<file path="src/rtl/ex_mem.sv">
// EX/MEM pipeline register with bubble/hold control and madd/msub partial-product buffer.
// Optional synchronous flush port enabled by defining EX_MEM_FLUSH_EN.
module ex_mem (
    input  logic        clk,
    input  logic        rst,
`ifdef EX_MEM_FLUSH_EN
    input  logic        flush,
`endif
    input  logic [5:0]  stall,
    input  logic [4:0]  ex_wd,
    input  logic        ex_wreg,
    input  logic [31:0] ex_wdata,
    input  logic        ex_whilo,
    input  logic [31:0] ex_hi,
    input  logic [31:0] ex_lo,
    input  logic [63:0] hilo_i,
    input  logic [1:0]  cnt_i,
    output logic [4:0]  mem_wd,
    output logic        mem_wreg,
    output logic [31:0] mem_wdata,
    output logic        mem_whilo,
    output logic [31:0] mem_hi,
    output logic [31:0] mem_lo,
    output logic [63:0] hilo_o,
    output logic [1:0]  cnt_o
);

    logic clear_all;
`ifdef EX_MEM_FLUSH_EN
    assign clear_all = rst | flush;
`else
    assign clear_all = rst;
`endif

    always_ff @(posedge clk) begin
        if (clear_all) begin
            mem_wd    <= '0;
            mem_wreg  <= 1'b0;
            mem_wdata <= '0;
            mem_whilo <= 1'b0;
            mem_hi    <= '0;
            mem_lo    <= '0;
            hilo_o    <= '0;
            cnt_o     <= '0;
        end else if (!stall[3]) begin
            // Advance; an illegal stall[4]-only vector also lands here.
            mem_wd    <= ex_wd;
            mem_wreg  <= ex_wreg;
            mem_wdata <= ex_wdata;
            mem_whilo <= ex_whilo;
            mem_hi    <= ex_hi;
            mem_lo    <= ex_lo;
            hilo_o    <= '0;
            cnt_o     <= '0;
        end else if (!stall[4]) begin
            // Bubble into MEM while EX self-stalls; keep the partial product alive.
            mem_wd    <= '0;
            mem_wreg  <= 1'b0;
            mem_wdata <= '0;
            mem_whilo <= 1'b0;
            mem_hi    <= '0;
            mem_lo    <= '0;
            hilo_o    <= hilo_i;
            cnt_o     <= cnt_i;
        end
    end

endmodule
</file>
<file path="config.mk">
export PLATFORM = sky130hd
export DESIGN_NAME = ex_mem
export DESIGN_NICKNAME = d
export VERILOG_FILES = /design/src/rtl/ex_mem.sv
export SDC_FILE = /design/constraint.sdc
export NUM_CORES = 1
export LEC_CHECK = 0
export CORE_MARGIN = 2
export CORE_UTILIZATION = 24
export CTS_BUF_LIST = sky130_fd_sc_hd__clkbuf_8
export CTS_CLUSTER_DIAMETER = 30
export CTS_CLUSTER_SIZE = 28
export DETAILED_ROUTE_END_ITERATION = 6
export DONT_BUFFER_PORTS = 1
export SYNTH_ARGS = -nofsm -noshare
export SYNTH_HDL_FRONTEND = slang
export SYNTH_SLANG_ARGS = --single-unit
</file>
<file path="constraint.sdc">
create_clock -name clk -period 1 [get_ports clk]
set_input_delay 0.2 -clock clk [delete_from_list [all_inputs] [get_ports clk]]
set_output_delay 0.2 -clock clk [all_outputs]
set_load 0.01 [all_outputs]
</file>
==> Implementation_results.wiki <==
{| class="wikitable"
! Metric !! Value
|-
| Internal reg-to-reg setup slack || 250 ps
|-
| Synth area leader || dfxtp_1
|-
| Setup Buffers After CTS || 0
|-
| Cts bufs inserted || 17
|-
| Largest net degree at the start of global routing || 194
|-
| Final Instance Area || 7930 µm²
|-
| Maximum vdd drop || 606 µV
|-
| Part of the Yosys area used for sequential elements || 0.540
|-
| Sink Count || 169
|-
| Mapped Area || 6260 µm²
|-
| Post-route clock period utilization || 1.10
|-
| Hold Crit Class || in2reg
|-
| DP HPWL || 10.0 mm
|-
| Maxcap violations || 0
|-
| Total number of vias || 4,818
|-
| DR WL/cell || 16.3 µm
|-
| Commonest register cell after synthesis || dfxtp_1
|-
| Overflow after GRT || 0
|-
| Antenna violations before repair || 1
|-
| Per-instance average area after synthesis || 9.54 µm²
|-
| Number of DRC violations after detailed-routing iteration 0 || 261
|-
| Final critical delay including setup and external delays || 1100 ps
|-
| Outcome || finished, violations left
|-
| Overall Global Routing Usage || 0.112
|-
| Maximum fanout encountered on the critical timing path || 2
|-
| Violations in the final reports || hold timing, setup timing
|-
| Number of iterations in the first detailed-routing pass || 4
|-
| Clock slew seen by the registers of the worst setup and hold paths || 100 ps
|-
| Number of distinct library cell variants in the gate-level netlist after synthesis || 14
|-
| Root buffer selected by CTS || clkbuf_8
|-
| Arrival time worst endpoint || 900 ps
|-
| Count of standard-cell rows || 59
|-
| Final Max Tran Viols || 0
|-
| Global-route wire length before repair || 23.8 mm
|-
| Crit-path slowest cell || dfxtp_2
|-
| Upper clock frequency limit || 910 MHz
|-
| Final worst hold slack || -191 ps
|-
| Synth Instances || 656
|-
| Synth area leaders || dfxtp_1, mux2i_1, nand2b_1
|-
| Seq cells post-synth || 169
|-
| Number of remaining DRC errors || 0
|-
| Vias in the first global route || 4,412
|-
| Crit path buf inv count || 1
|-
| Worst Setup Start Kind || flop
|-
| Crit path kind || reg2out
|-
| Crit path setup slack, layout || -98.5 ps
|-
| Yosys top cell area share || 0.540
|-
| Hold-fix buffers, CTS || 74
|-
| Top delay family on crit path || flip-flops
|-
| X dimension of the die || 166 µm
|-
| Share of cells above drive strength 1 || 0.293
|-
| Post-detailed-route count of antenna-violating nets || 0
|-
| Most common cell in the synthesized netlist || dfxtp_1
|-
| Critical path required time || 800 ps
|-
| Total negative setup slack || -2280 ps
|-
| Most common library cells after synthesis || dfxtp_1, a21oi_1, nand2b_1, nand3_1
|-
| Share of synthesized registers carrying an async set or reset || 0
|-
| RePlAce Congestion || 0.711
|-
| Buffers added on ports || 0
|-
| Total cell area at the placement stage || 6400 µm²
|-
| Per-cell via count in the routed design || 4.62
|-
| Die area || 27,400 µm²
|-
| Post-synth EDFFs || 0
|-
| Std-Cell Core Area || 25,800 µm²
|-
| Effective utilization at floorplan || 0.242
|-
| RSZ-0062 raised after global routing || yes
|-
| H-tree lvl count || 4
|-
| Power density of the placed cells || 1670 nW/µm²
|-
| Routed Wire Length || 17.0 mm
|-
| Post-synthesis to final-layout area growth || 26.7%
|-
| Critical Path End Type || output port
|-
| Layout net count || 871
|-
| Post-synthesis net count || 833
|-
| Number of warning messages in the yosys log || 0
|-
| Total leakage power || 2.91 nW
|-
| Die span in y || 166 µm
|-
| Ports || 346
|-
| Clock insertion delay at the later pin of the skew report || 430 ps
|-
| Slew at the pin closest to its max-slew limit || 698 ps
|-
| Clock tree from TritonCTS || done
|-
| Final count of negative-setup-slack endpoints || 158
|-
| Clock tree skew after final layout || 0 ps
|-
| Final count of hold timing violations || 126
|-
| Maximum number of buffers from clock root to sink || 2
|-
| Relative max-transition margin || 0.534
|-
| Cell breakdown of the critical path || buf_6
|-
| Largest incremental delay on the critical path || 340 ps
|}
where the power goes:
| group | internal, mW | leakage [nW] | total, mW | switching, mW |
|---|---|---|---|---|
| sequential | 6.97 | 1.47 | 7.31 | 0.343 |
| combinational | 0.533 | 1.24 | 0.827 | 0.295 |
| clock | 2.13 | 0.200 | 5.09 | 2.96 |
| total | 9.63 | 2.91 | 13.2 | 3.60 |
state kept, by name (all words and copies together) (netlist names):
| name | flops |
|---|---|
| cnt_o | 2 |
| hilo_o | 64 |
| mem_hi | 32 |
| mem_lo | 32 |
| mem_wd | 5 |
| mem_wdata | 32 |
| mem_whilo | 1 |
| mem_wreg | 1 |
routing by layer:
layer / vias to the layer above / global-route usage / wire, µm
met5: - / 0 / 0
li1: 2299 / - / -
met2: 223 / 0.187 / 8290
met4: 0 / 0.0455 / 342
met3: 21 / 0.0480 / 1590
met1: 2275 / 0.125 / 6800
cell type report:
| cell class | instances | area, µm² |
|---|---|---|
| fillers | 2667 | 17900 |
| flip-flops and latches | 169 | 3740 |
| multi-input cells | 428 | 2560 |
| repair buffers | 78 | 791 |
| well taps | 335 | 419 |
| clock buffers | 17 | 234 |
| clock inverters | 15 | 181 |
| diodes | 1 | 2.50 |
layout by cell type (no fill, tap or decap), drive strengths merged, types with 3 or more instances in the layout:
| master | n |
|---|---|
| a21oi | 95 |
| a32o | 8 |
| buf | 4 |
| clkbuf | 17 |
| clkinv | 3 |
| clkinvlp | 3 |
| dfxtp | 169 |
| dlygate4sd3 | 74 |
| inv | 8 |
| mux2i | 66 |
| nand2b | 96 |
| nand3 | 95 |
| nor2 | 67 |
timing repair:
item                                   4_1_cts  5_1_grt
pin swaps                                    0        0
gates resized for setup                    189       41
endpoints found under the hold margin      169      168
setup endpoints to repair                  169      169
stage by stage:
step | total power, mW | utilization | worst slack, ps | hold slack (ps) | cells
after floorplan | 8.22 | - | 7.43 | 326 | 656
after global placement | 8.07 | 0.248 | -69.9 | 277 | 936
after detailed placement | 8.09 | 0.248 | -67.0 | 279 | 936
after CTS | 13.6 | 0.303 | -167 | -255 | 1042
after global routing | 13.9 | 0.307 | -174 | -258 | 1043
final | 13.2 | 0.307 | -98.5 | -191 | 1043
kinds of logic after synthesis:
group | share of synthesized area
AOI/OAI and AO/OA | 0.0887
buffers and inverters | 0.0508
DFF | 0.540
muxes | 0.106
and+or+nand+nor | 0.215
path summary, 6_finish.rpt:
| path | start | end | cells after the start |
|---|---|---|---|
| setup reg to reg | hilo_o[38] | hilo_o[38] | 2 |
| setup / recovery | mem_lo[4] | mem_lo[4] | 1 |
| hold reg to reg | mem_wd[0] | mem_wd[0] | 2 |
| hold / removal | rst | mem_lo[11] | 1 |
Note: power is estimated with default switching activity, not from simulation.
